==> config.mk <==
export PLATFORM = sky130hd
export DESIGN_NAME = barrel_shift_pipe_flat
export DESIGN_NICKNAME = d
export VERILOG_FILES = /design/src/rtl/barrel_shift_pipe_if.sv /design/src/rtl/barrel_shift_pipe.sv /design/src/flat_wrapper.sv
export SDC_FILE = /design/constraint.sdc
export NUM_CORES = 1
export LEC_CHECK = 0
export ABC_AREA = 1
export BUFFER_PORTS_ARGS = -buffer_cell sky130_fd_sc_hd__buf_4
export CORE_AREA = 2 2 84 86
export DETAILED_ROUTE_END_ITERATION = 7
export DIE_AREA = 0 0 86 88
export PLACE_DENSITY = 0.48
export SYNTH_ARGS = -nofsm -noshare
export SYNTH_HDL_FRONTEND = slang
export SYNTH_SLANG_ARGS = --single-unit
==> constraint.sdc <==
create_clock -name clk -period 2.4 [get_ports clk]
set_clock_uncertainty 0.05 [all_clocks]
set_input_delay 0 -clock clk [delete_from_list [all_inputs] [get_ports clk]]
set_output_delay 0 -clock clk [all_outputs]
set_load 0.1 [all_outputs]
==> src/rtl/barrel_shift_pipe_if.sv <==
// Stream bundle for the pipelined barrel shifter: operand side (in_*)
// and result side (out_*), each with its own valid/ready pair.
interface barrel_shift_pipe_if #(
    parameter int WIDTH = 8
);
    localparam int SHA_BITS = $clog2(WIDTH);

    logic                in_valid;
    logic                in_ready;
    logic [WIDTH-1:0]    in_data;
    logic [SHA_BITS-1:0] in_sha;
    logic                in_dir;
    logic [1:0]          in_mode;
    logic                out_valid;
    logic                out_ready;
    logic [WIDTH-1:0]    out_data;
    logic                out_zero;

    modport master (
        output in_valid, in_data, in_sha, in_dir, in_mode, out_ready,
        input  in_ready, out_valid, out_data, out_zero
    );

    modport slave (
        input  in_valid, in_data, in_sha, in_dir, in_mode, out_ready,
        output in_ready, out_valid, out_data, out_zero
    );
endinterface

==> src/rtl/barrel_shift_pipe.sv <==
// Pipelined barrel shifter/rotator. Stage k conditionally shifts by 2^k,
// consuming the low bit of the remaining shift amount it receives. The
// whole pipe freezes when the output beat is blocked downstream.
module barrel_shift_pipe #(
    parameter  int WIDTH    = 8,
    localparam int SHA_BITS = $clog2(WIDTH)
) (
    input  logic              clk,
    input  logic              rst_n,
    barrel_shift_pipe_if.slave bus
);
    localparam int LAST = SHA_BITS - 1;

    // Inputs seen by each stage: stage 0 from the bus, others from the
    // previous stage's registers.
    logic [WIDTH-1:0]    src_data  [SHA_BITS];
    logic [SHA_BITS-1:0] src_sha   [SHA_BITS];
    logic                src_dir   [SHA_BITS];
    logic [1:0]          src_mode  [SHA_BITS];
    logic                src_sign  [SHA_BITS];
    logic                src_valid [SHA_BITS];

    // Per-stage registers; control only needs to reach the last stage's
    // input, so the last stage keeps data and valid only.
    logic [WIDTH-1:0]    stage_data  [SHA_BITS];
    logic                stage_valid [SHA_BITS];
    logic [SHA_BITS-1:0] stage_sha   [LAST];
    logic                stage_dir   [LAST];
    logic [1:0]          stage_mode  [LAST];
    logic                stage_sign  [LAST];

    logic [WIDTH-1:0]    next_data [SHA_BITS];
    logic                stall;

    // One stage step by a fixed power-of-two amount. Arithmetic fill uses
    // the original operand sign, not the current MSB, so it stays correct
    // after earlier stages have already moved bits around.
    function automatic logic [WIDTH-1:0] shift_step(
        input logic [WIDTH-1:0] d,
        input int               amt,
        input logic             dir,
        input logic [1:0]       mode,
        input logic             sign
    );
        logic [WIDTH-1:0] ones;
        logic [WIDTH-1:0] r;
        ones = '1;
        if (mode[1]) begin
            r = dir ? ((d >> amt) | (d << (WIDTH - amt)))
                    : ((d << amt) | (d >> (WIDTH - amt)));
        end else if (dir) begin
            r = d >> amt;
            if (mode[0] && sign) begin
                r = r | ~(ones >> amt);
            end
        end else begin
            r = d << amt;
        end
        return r;
    endfunction

    assign stall        = stage_valid[LAST] && !bus.out_ready;
    assign bus.in_ready = !stall;
    assign bus.out_valid = stage_valid[LAST];
    assign bus.out_data  = stage_data[LAST];
    assign bus.out_zero  = stage_valid[LAST] && (stage_data[LAST] == '0);

    assign src_data[0]  = bus.in_data;
    assign src_sha[0]   = bus.in_sha;
    assign src_dir[0]   = bus.in_dir;
    assign src_mode[0]  = bus.in_mode;
    assign src_sign[0]  = bus.in_data[WIDTH-1];
    assign src_valid[0] = bus.in_valid;

    for (genvar k = 1; k < SHA_BITS; k++) begin : g_link
        assign src_data[k]  = stage_data[k-1];
        assign src_sha[k]   = stage_sha[k-1];
        assign src_dir[k]   = stage_dir[k-1];
        assign src_mode[k]  = stage_mode[k-1];
        assign src_sign[k]  = stage_sign[k-1];
        assign src_valid[k] = stage_valid[k-1];
    end

    // Each stage applies its 2^k step when the low remaining sha bit is set.
    always_comb begin
        for (int k = 0; k < SHA_BITS; k++) begin
            next_data[k] = src_data[k];
            if (src_sha[k][0]) begin
                next_data[k] = shift_step(src_data[k], 1 << k, src_dir[k],
                                          src_mode[k], src_sign[k]);
            end
        end
    end

    // Advance every stage together unless the output is blocked; reset
    // drops all in-flight beats.
    always_ff @(posedge clk) begin
        if (!rst_n) begin
            for (int k = 0; k < SHA_BITS; k++) begin
                stage_valid[k] <= 1'b0;
                stage_data[k]  <= '0;
            end
            for (int k = 0; k < LAST; k++) begin
                stage_sha[k]  <= '0;
                stage_dir[k]  <= 1'b0;
                stage_mode[k] <= 2'b00;
                stage_sign[k] <= 1'b0;
            end
        end else if (!stall) begin
            for (int k = 0; k < SHA_BITS; k++) begin
                stage_valid[k] <= src_valid[k];
                stage_data[k]  <= next_data[k];
            end
            for (int k = 0; k < LAST; k++) begin
                stage_sha[k]  <= src_sha[k] >> 1;
                stage_dir[k]  <= src_dir[k];
                stage_mode[k] <= src_mode[k];
                stage_sign[k] <= src_sign[k];
            end
        end
    end
endmodule

==> src/flat_wrapper.sv <==
// flat-port wrapper written by rule: the top's interface ports become plain ports
module barrel_shift_pipe_flat 
#(
    parameter  int WIDTH    = 8,
    localparam int SHA_BITS = $clog2(WIDTH)
)
  (clk, rst_n, bus_in_valid, bus_in_data, bus_in_sha, bus_in_dir, bus_in_mode, bus_out_ready, bus_in_ready, bus_out_valid, bus_out_data, bus_out_zero);
  barrel_shift_pipe_if #(.WIDTH(WIDTH)) bus_i ();
  input  logic clk;
  input  logic rst_n;
  input wire logic [$bits(bus_i.in_valid)-1:0] bus_in_valid;
  input wire logic [$bits(bus_i.in_data)-1:0] bus_in_data;
  input wire logic [$bits(bus_i.in_sha)-1:0] bus_in_sha;
  input wire logic [$bits(bus_i.in_dir)-1:0] bus_in_dir;
  input wire logic [$bits(bus_i.in_mode)-1:0] bus_in_mode;
  input wire logic [$bits(bus_i.out_ready)-1:0] bus_out_ready;
  output wire logic [$bits(bus_i.in_ready)-1:0] bus_in_ready;
  output wire logic [$bits(bus_i.out_valid)-1:0] bus_out_valid;
  output wire logic [$bits(bus_i.out_data)-1:0] bus_out_data;
  output wire logic [$bits(bus_i.out_zero)-1:0] bus_out_zero;
  assign bus_i.in_valid = bus_in_valid;
  assign bus_i.in_data = bus_in_data;
  assign bus_i.in_sha = bus_in_sha;
  assign bus_i.in_dir = bus_in_dir;
  assign bus_i.in_mode = bus_in_mode;
  assign bus_i.out_ready = bus_out_ready;
  assign bus_in_ready = bus_i.in_ready;
  assign bus_out_valid = bus_i.out_valid;
  assign bus_out_data = bus_i.out_data;
  assign bus_out_zero = bus_i.out_zero;
  barrel_shift_pipe #(.WIDTH(WIDTH)) u_core (.clk(clk), .rst_n(rst_n), .bus(bus_i));
endmodule
==> results of run 1 <==
==> cells by family after synthesis <==
| family | Yosys count | share of synthesized area, % |
|---|---|---|
| AO/OA/AOI/OAI | 41 | 13.9 |
| buffers and inverters | 30 | 8.45 |
| flip-flops | 38 | 56.3 |
| AND/OR/NAND/NOR | 106 | 21.3 |
==> power by group through the flow <==
stage | combinational (mW) | sequential, mW | clock (mW)
2_1_floorplan | 0.159 | 0.947 | 0
3_3_place_gp | 0.320 | 0.858 | 0
3_5_place_dp | 0.321 | 0.859 | 0
4_1_cts | 0.333 | 0.844 | 0.427
5_1_grt | 0.362 | 0.852 | 0.447
6_report | 0.330 | 0.845 | 0.404
==> area by class of cell <==
type                       instances  area [um^2]  share of cell area (%)
clock buffer                       7         76.3                    3.13
sequential                        38         1140                    46.7
tap                               80          100                    4.10
timing repair buffer              38          308                    12.6
inverter                          22         87.6                    3.59
multi-input combinational        147          728                    29.8
==> worst max-delay path, cell delays in order, from the launching register on <==
cell and delay, ns:
edfxtp_1 0.39, or3_1 0.39, nor2_2 0.09, buf_4 0.29
==> worst max-delay path by stage <==
stage	start	to	slack, ns
floorplan	u_core.stage_valid[0][2]	u_core.stage_data[0][0]	0.03
global placement	u_core.stage_sha[0][0]	u_core.stage_data[0][14]	1.00
detailed placement	u_core.stage_valid[0][2]	u_core.stage_data[0][15]	0.97
CTS	u_core.stage_data[0][20]	bus_out_zero	0.90
global route	u_core.stage_valid[0][2]	u_core.stage_data[0][15]	0.79
finish	u_core.stage_data[0][20]	bus_out_zero	0.91
==> routing by layer <==
| metal | track usage [%] | routed length, um | vias up |
|---|---|---|---|
| met4 | 4.91 | 92 | 0 |
| met1 | 11.4 | 1560 | 697 |
| met3 | 3.39 | 188 | 10 |
| li1 | - | - | 783 |
| met2 | 21.2 | 1910 | 38 |
| met5 | 0 | 0 | - |
==> registers in the layout, summed over array words and instances (netlist names) <==
register,count
u_core.stage_dir,2
u_core.stage_valid,3
u_core.stage_sign,2
u_core.stage_data,24
u_core.stage_mode,4
u_core.stage_sha,3
==> per-stage QoR <==
stage | std cells | setup WS [ns] | cell area (um^2)
after global placement | 316 | 1.00 | 2270
final | 332 | 0.913 | 2440
after CTS | 332 | 0.896 | 2440
after floorplan | 215 | 0.0312 | 2040
after detailed placement | 316 | 0.973 | 2270
after global routing | 332 | 0.790 | 2440
==> layout by cell type (no fill, tap or decap), types with 2 or more instances in the layout <==
master         count
nor2_2             4
dlygate4sd3_1      9
o21ai_2           20
nand2_1           41
o21ai_0            3
clkbuf_8           5
clkbuf_1           2
nand3_1            6
buf_4             29
a21oi_1           17
nand2_4            2
nor2_1            48
inv_2              2
edfxtp_1          38
inv_1             19
==> impl_metrics.py, run 1 <==
metrics = {
    "synthesis": {
        "synth_common_cells": "49 x nor2_1, 41 x nand2_1, 38 x edfxtp_1",
        "synth_area_leaders": "edfxtp_1 56%, nor2_1 9.1%, o21ai_2 8.6%",
        "yosysMostFrequentCell": "nor2_1",
        "synth_edf_count": 38,
        "seq_area_frac_synth_pct": 56.3,
        "syn_nets": 233,
        "ys_seq_elements": 38,
        "synth_ff_type": "edfxtp_1",
        "syn_inst": 215,
        "syn_area_um2": 2030,
        "synth.distinct_cells": 22,
        "synthArstFlopShare_pct": 0,
        "avgSynthCellArea_um2": 9.43,
        "synth_top_area_share_pct": 56.3,
        "yosys_warnings": 0,
        "yosys.area.top_type": "edfxtp_1",
    },
    "finish": {
        "final_util_pct": 36.7,
        "fill_cells": 684,
        "synthToLayoutAreaGrowth_pct": 20.4,
        "insertedDiodeCount": 0,
        "fin_nets": 270,
        "layout-drive-gt1-share_pct": 25.8,
    },
    "worst_setup_path": {
        "r2r_slack_ns": 0.96,
        "cp.required_ns": 2.35,
        "cp.arrival_ns": 1.44,
        "r2r_cells": 5,
        "start_kind": "register",
        "critPathMaxFanout": 2,
        "r2r_end": "u_core.stage_data[0][15]",
        "worst-setup-path-type": "reg2out",
        "timing.rr.start": "u_core.stage_valid[0][2]",
        "crit_path_end_kind": "output pin",
    },
    "clocking": {
        "post_cts_buffers": 0,
        "clkSinkCount": 38,
        "ctsResizeCount": 0,
        "cts_buffer_depth": 2,
        "h-tree-depth": 2,
        "cts_inserted_buffers": 5,
        "cts_tree": "yes",
        "ctsHoldBuffers": 9,
        "path_clk_slew_ns": 0.07,
        "clk_latency_ns": 0.28,
        "ctsRootBufferMaster": "clkbuf_8",
    },
    "power": {
        "p_total_mw": 1.58,
        "internal-power_mw": 1.10,
        "clkPwrFrac_pct": 25.6,
        "p_per_area_nw_per_um2": 647,
        "power_frac_comb_pct": 20.9,
        "p_leak_nw": 1.06,
        "p_sw_share_pct": 30.4,
        "peakVddDrop_mv": 0.192,
        "seqPwrFrac_pct": 53.5,
        "switching_power_mw": 0.480,
    },
    "status": {
        "failed_checks": "design-rule violations",
        "status": "finished with violations",
    },
    "routing": {
        "first_pass_iters": 6,
        "post-route-drc-count": 1,
        "vias_per_cell": 4.60,
        "vias": 1528,
        "drt-total-wl_um": 3750,
        "avgRoutedWirePerCell_um": 11.3,
        "drt_iter0_markers": 46,
        "ant_nets": 0,
    },
    "flow_run": {
        "cap_violations": 0,
    },
    "timing": {
        "min_period_ns": 1.49,
        "finalSetupViolCount": 0,
        "max_freq_ghz": 0.672,
        "hold_ws_ns": 0.0110,
        "finalCritPeriodShare_pct": 62.0,
        "finalHoldViolCount": 0,
        "rsz0062_at_grt": "false",
        "fin_tns_setup_ns": 0,
        "slew_headroom_pct": 61.7,
        "tightest_slew_ns": 0.575,
        "slew_viol_final": 0,
    },
    "global_routing": {
        "groute.usage.overall_pct": 11.2,
        "grt_pass1_wl_um": 6600,
        "grt_pass1_vias": 1522,
        "overflow": 0,
        "grt_antenna_before_repair": 0,
        "grt_max_degree": 39,
    },
    "hold_path": {
        "hp-start": "bus_in_data[6]",
        "min_path_type": "in2reg",
        "min_path_cells": 3,
        "min_to": "u_core.stage_data[0][6]",
    },
    "floorplan": {
        "io_pins": 29,
        "die_w_um": 86,
        "core_region_area_um2": 6640,
        "rows": 30,
        "die_y_um": 88,
        "initial_utilization_pct": 30.5,
        "dieArea_um2": 7570,
    },
    "place": {
        "routabilityCongestion": 0.795,
        "hpwl_um": 2680,
        "port_buffers": 28,
    },
}
Note: power is estimated with default switching activity, not from simulation.
==> run 2, diff against run 1 <==
Settings changed: ABC_AREA 1 to 0, CORE_AREA 2 2 84 86 to 2 2 81 83, DIE_AREA 0 0 86 88 to 0 0 83 85.
Clock period 2.4 ns to 1.47 ns, I/O delays scaled along.
==> run 2 against run 1 <==
Net effect: the run ends with negative setup slack left; power is 71% higher; non-clock buffer count rose by 4; highest routed layer unchanged; first-iteration DRC count is 20% higher; setup slack got worse by 1.1 ns; critical path depth did not move; sequential share of layout area rose by 0.41 points.
==> impl_metrics.py, run 2 <==
metrics = {
    "power": {
        "clkPwrFrac_pct": 31.5,
        "p_sw_share_pct": 26.6,
        "peakVddDrop_mv": 0.464,
        "switching_power_mw": 0.719,
        "power_frac_comb_pct": 18.1,
        "p_total_mw": 2.70,
        "p_per_area_nw_per_um2": 1120,
        "p_leak_nw": 1.00,
        "seqPwrFrac_pct": 50.4,
        "internal-power_mw": 1.98,
    },
    "synthesis": {
        "syn_area_um2": 1870,
        "synth_edf_count": 38,
        "yosysMostFrequentCell": "edfxtp_1",
        "synthSimpleGateAreaFrac_pct": 18.6,
        "synth_area_leaders": "edfxtp_1 61%, mux2i_1 5.9%, a211oi_1 5.6%",
        "synth_ff_type": "edfxtp_1",
        "syn_nets": 172,
        "synth.distinct_cells": 27,
        "synthAdderAreaFrac_pct": 0,
        "yosys_warnings": 0,
        "synth_top_area_share_pct": 61.0,
        "synth_top_family_by_area": "simple AND/OR/NAND/NOR gates",
        "synthMuxAreaShare_pct": 5.89,
        "synth-xor-area-share_pct": 0,
        "avgSynthCellArea_um2": 12.1,
        "seq_area_frac_synth_pct": 61.0,
        "ys_seq_elements": 38,
        "syn_inst": 154,
        "synthArstFlopShare_pct": 0,
        "synth_common_cells": "38 x edfxtp_1, 17 x nor2_1, 15 x nand2_1",
        "synth_compound_area_share_pct": 12.0,
        "yosys.area.top_type": "edfxtp_1",
    },
    "routing": {
        "avgRoutedWirePerCell_um": 13.0,
        "met3WireLength_um": 147,
        "post-route-drc-count": 0,
        "top_layer": "met4",
        "vias_per_cell": 4.90,
        "vias": 1333,
        "drt-total-wl_um": 3540,
        "met1_length_um": 1410,
        "drt_iter0_markers": 55,
        "first_pass_iters": 4,
        "ant_nets": 0,
        "wl_met2_um": 1900,
    },
    "finish": {
        "final_util_pct": 39.0,
        "insertedDiodeCount": 0,
        "largest_reg_flops": 24,
        "synthToLayoutAreaGrowth_pct": 29.5,
        "final_cells": 272,
        "design_area_um2": 2420,
        "regMostFlops": "u_core.stage_data",
        "fill_cells": 611,
        "layout-drive-gt1-share_pct": 25.6,
        "fin_nets": 212,
        "final_cell_mix": "38 x edfxtp_1, 31 x buf_4, 17 x nor2_1",
        "reg_top3": "u_core.stage_data: 24 flops, u_core.stage_mode: 4 flops",
        "final_common_cell": "edfxtp_1",
    },
    "floorplan": {
        "dieArea_um2": 7060,
        "core_region_area_um2": 6200,
        "die_y_um": 85,
        "die_w_um": 83,
        "io_pins": 29,
        "rows": 29,
        "initial_utilization_pct": 30.1,
    },
    "timing": {
        "layout_setup_ws_ns": -0.237,
        "min_period_ns": 1.71,
        "slew_viol_final": 0,
        "max_freq_ghz": 0.586,
        "tightest_slew_ns": 0.458,
        "hold_ws_ns": 0.00988,
        "finalCritPeriodShare_pct": 116,
        "rsz0062_at_grt": "true",
        "fin_tns_setup_ns": -0.237,
        "slew_headroom_pct": 69.5,
        "finalSetupViolCount": 1,
        "finalHoldViolCount": 0,
    },
    "hold_path": {
        "min_path_type": "in2reg",
    },
    "place": {
        "place_inst": 255,
        "hpwl_um": 2570,
        "dp_slack_ns": -0.0534,
        "port_buffers": 28,
        "routabilityCongestion": 0.899,
        "placed_cell_area_um2": 2210,
    },
    "worst_setup_path": {
        "cp.arrival_ns": 1.66,
        "crit_path_end_kind": "output pin",
        "critPathMaxFanout": 2,
        "slowest_delay_ns": 0.56,
        "cp.required_ns": 1.42,
        "worst-setup-path-type": "reg2out",
        "cp_cell_sequence": "or4_4, nor4_4, buf_6",
        "start_kind": "register",
        "cp_slowest_cell": "or4_4",
    },
    "global_routing": {
        "groute.usage.overall_pct": 10.9,
        "grt_antenna_before_repair": 0,
        "grt_pass1_vias": 1343,
        "overflow": 0,
        "grt_max_degree": 22,
        "grt_pass1_wl_um": 6040,
    },
    "clocking": {
        "clk_latency_ns": 0.29,
        "h-tree-depth": 2,
        "clkSinkCount": 38,
        "ctsRootBufferMaster": "clkbuf_8",
        "cts_inserted_buffers": 5,
        "cts_tree": "yes",
        "path_clk_slew_ns": 0.07,
        "cts_buffer_depth": 2,
    },
    "status": {
        "status": "finished with violations",
        "failed_checks": "negative setup slack",
    },
    "flow_run": {
        "cap_violations": 0,
    },
}
[run 2: changes by cell type in the layout (fill, tap and decap cells not counted), sizes merged, moves of 14 or more]
cell and change:
a211oi +14, and3 +14, inv -22, nand2 -27
nor2 -35, o21ai -23
[run 2: cells by family after synthesis]
logic type             after synthesis
AND/OR/NAND/NOR                     66
flip-flops                          38
multiplexers                        11
AO/OA/AOI/OAI                       30
buffers and inverters                9
[run 2: path summary, 6_finish.rpt]
check | start | to | slack (ns) | depth (start not counted)
max | u_core.stage_data[0][19] | bus_out_zero | -0.24 | 3
min reg2reg | u_core.stage_valid[0][1] | u_core.stage_valid[0][2] | 0.50 | 1
min | bus_in_data[7] | u_core.stage_sign[0][0] | 0.01 | 2
max reg2reg | u_core.stage_sha[0][0] | u_core.stage_data[0][15] | 0.14 | 2
[run 2: worst max-delay path, delay by kind of cell (launching register included)]
kind | cells | cell delay [ns]
simple gates | 2 | 0.72
flops | 1 | 0.39
buf+inv | 1 | 0.26
[run 2: final cells by class]
class	instances	area, um^2	area share, %
Multi-Input combinational cell	107	701	29.0
Tap cell	77	96.3	3.98
Clock inverter	1	30.0	1.24
Timing Repair Buffer	42	375	15.5
Clock buffer	7	76.3	3.15
Sequential cell	38	1140	47.2
[run 2: layer usage]
layer / track usage, % / vias up
met1: 11.7 / 624
li1: - / 669
met5: 0 / -
met3: 3.02 / 7
met4: 5.66 / 0
met2: 19.5 / 33
[run 2: power groups by stage]
stage / clock network (mW) / logic (mW) / registers (mW)
3_5_place_dp: 0 / 0.465 / 1.38
6_report: 0.850 / 0.489 / 1.36
4_1_cts: 0.887 / 0.482 / 1.36
3_3_place_gp: 0 / 0.457 / 1.38
5_1_grt: 0.935 / 0.524 / 1.37
2_1_floorplan: 0 / 0.203 / 1.51
[run 2: what timing repair did]
item | CTS | global route
buffers inserted | 1 | 2
resized for setup | 1 | 3
hold buffers | 6 | 0
pin swaps | 1 | 0
endpoints found under the setup margin | 1 | 8
endpoints found under the hold margin | 6 | 0
==> run 3, diff against run 2 <==
Settings changed: CTS_BUF_LIST set to sky130_fd_sc_hd__clkbuf_8, MAX_ROUTING_LAYER set to met4.
==> run 3 against run 2 <==
Net effect: the flow still finishes with violations (negative setup slack); first-iteration DRC count is 3.6% higher; cell count is 0.37% higher; via count rose by 1.1%; non-clock buffer count grew 1; utilization grew 0.24 points; setup slack improved by 0.0012 ns; clock power decreased by 2%; die area unchanged; combinational power increased by 0.8%; sequential power about the same; critical endpoint unchanged.
==> impl_metrics.py, run 3 (synthesis gave the netlist of run 2 again) <==
metrics = {
    "clocking": {
        "clkSinkCount": 38,
        "ctsRootBufferMaster": "clkbuf_8",
        "clk_latency_ns": 0.29,
        "cts_buffer_depth": 2,
        "cts_tree": "yes",
        "cts_inserted_buffers": 5,
        "path_clk_slew_ns": 0.07,
        "h-tree-depth": 2,
    },
    "global_routing": {
        "groute.usage.overall_pct": 11.3,
        "overflow": 0,
        "grt_max_degree": 22,
        "grt_pass1_wl_um": 6090,
        "grt_antenna_before_repair": 0,
        "grt_pass1_vias": 1339,
    },
    "worst_setup_path": {
        "r2r_cells": 2,
        "cp_slowest_cell": "or4_4",
        "crit_path_end_kind": "output pin",
        "cp.required_ns": 1.42,
        "path_depth": 3,
        "slowest_delay_ns": 0.56,
        "r2r_end": "u_core.stage_data[0][15]",
        "worstSetupStartpoint": "u_core.stage_data[0][19]",
        "cp_top_family": "simple AND/OR/NAND/NOR gates",
        "timing.rr.start": "u_core.stage_sha[0][0]",
        "cp_cell_sequence": "or4_4, nor4_4, buf_6",
        "critPathMaxFanout": 2,
        "r2r_slack_ns": 0.14,
        "worst-setup-path-type": "reg2out",
        "start_kind": "register",
        "endpoint": "bus_out_zero",
        "path_buf_inv": 1,
        "cp.arrival_ns": 1.66,
    },
    "routing": {
        "drt_iter0_markers": 57,
        "vias_per_cell": 4.93,
        "avgRoutedWirePerCell_um": 13.1,
        "vias": 1347,
        "post-route-drc-count": 0,
        "drt-total-wl_um": 3560,
        "first_pass_iters": 4,
        "ant_nets": 0,
    },
    "finish": {
        "final_common_cell": "edfxtp_1",
        "insertedDiodeCount": 0,
        "final_util_pct": 39.2,
        "design_area_um2": 2430,
        "final_cell_mix": "38 x edfxtp_1, 31 x buf_4, 17 x nor2_1",
        "reg_top3": "u_core.stage_data: 24 flops, u_core.stage_mode: 4 flops",
        "fin_nets": 213,
        "regMostFlops": "u_core.stage_data",
        "synthToLayoutAreaGrowth_pct": 30.3,
        "final_cells": 273,
        "layout-drive-gt1-share_pct": 26.0,
        "largest_reg_flops": 24,
    },
    "power": {
        "internal-power_mw": 1.97,
        "p_total_mw": 2.69,
        "p_per_area_nw_per_um2": 1100,
        "p_leak_nw": 1.01,
        "clkPwrFrac_pct": 31.1,
        "peakVddDrop_mv": 0.462,
        "p_sw_share_pct": 26.8,
        "power_frac_comb_pct": 18.3,
        "seqPwrFrac_pct": 50.5,
        "switching_power_mw": 0.722,
    },
    "timing": {
        "layout_setup_ws_ns": -0.235,
        "max_freq_ghz": 0.586,
        "hold_ws_ns": 0.0801,
        "slew_headroom_pct": 69.9,
        "finalHoldViolCount": 0,
        "tightest_slew_ns": 0.451,
        "finalSetupViolCount": 1,
        "finalCritPeriodShare_pct": 116,
        "slew_viol_final": 0,
        "rsz0062_at_grt": "true",
        "fin_tns_setup_ns": -0.235,
        "min_period_ns": 1.71,
    },
    "status": {
        "failed_checks": "negative setup slack",
        "status": "finished with violations",
    },
    "place": {
        "dp_slack_ns": -0.0534,
        "routabilityCongestion": 0.914,
        "placed_cell_area_um2": 2210,
        "port_buffers": 28,
        "hpwl_um": 2570,
        "place_inst": 255,
    },
    "floorplan": {
        "initial_utilization_pct": 30.1,
        "die_y_um": 85,
        "rows": 29,
        "io_pins": 29,
        "die_w_um": 83,
        "dieArea_um2": 7060,
        "core_region_area_um2": 6200,
    },
    "flow_run": {
        "cap_violations": 0,
    },
    "hold_path": {
        "min_path_type": "in2reg",
    },
}
-- run 3: changes by cell type in the layout (fill, tap and decap cells not counted), sizes merged --
cell	change
clkbuf	-2
dlygate4sd3	+1
inv	+2
-- run 3: per-layer routing --
metal  GRT usage [%]  routed length [um]
met1            11.9                1450
met2            19.6                1900
met3            3.02                 142
met4            5.51                  74
met5               -                   0
-- run 3: power by group through the flow --
stage | clock network [mW] | logic [mW] | registers (mW)
2_1_floorplan | 0 | 0.203 | 1.51
3_3_place_gp | 0 | 0.457 | 1.38
3_5_place_dp | 0 | 0.465 | 1.38
4_1_cts | 0.877 | 0.484 | 1.36
5_1_grt | 0.923 | 0.530 | 1.37
6_report | 0.837 | 0.493 | 1.36
-- run 3: worst min path at each step --
stage | from | to | slack, ns | depth (start not counted)
floorplan | bus_in_data[0] | u_core.stage_data[0][0] | 0.16 | 1
global placement | bus_in_sha[1] | u_core.stage_sha[0][0] | 0.26 | 2
detailed placement | bus_in_sha[2] | u_core.stage_sha[0][1] | 0.27 | 2
CTS | rst_n | u_core.stage_sha[0][1] | 0.07 | 2
global route | bus_in_data[6] | u_core.stage_data[0][6] | 0.09 | 3
finish | bus_in_data[1] | u_core.stage_data[0][1] | 0.08 | 3
-- run 3: layout make-up --
class | count | area [um^2]
tap | 77 | 96.3
clock buffer | 5 | 68.8
clock inverter | 3 | 37.5
multi-input combinational | 107 | 706
fill | 608 | 3770
sequential | 38 | 1140
timing repair buffer | 43 | 385
-- run 3: timing repair --
action,4_1_cts,5_1_grt
endpoints found under the hold margin,7,0
hold buffers,7,0
resized for setup,1,4
setup endpoints to repair,1,8
buffers inserted,1,2
pin swaps,1,0
-- run 3: worst register-to-register path, stage by stage (launching register included) --
cell and delay (ns):
edfxtp_1 0.63, nand2_1 0.14, o221a_2 0.27
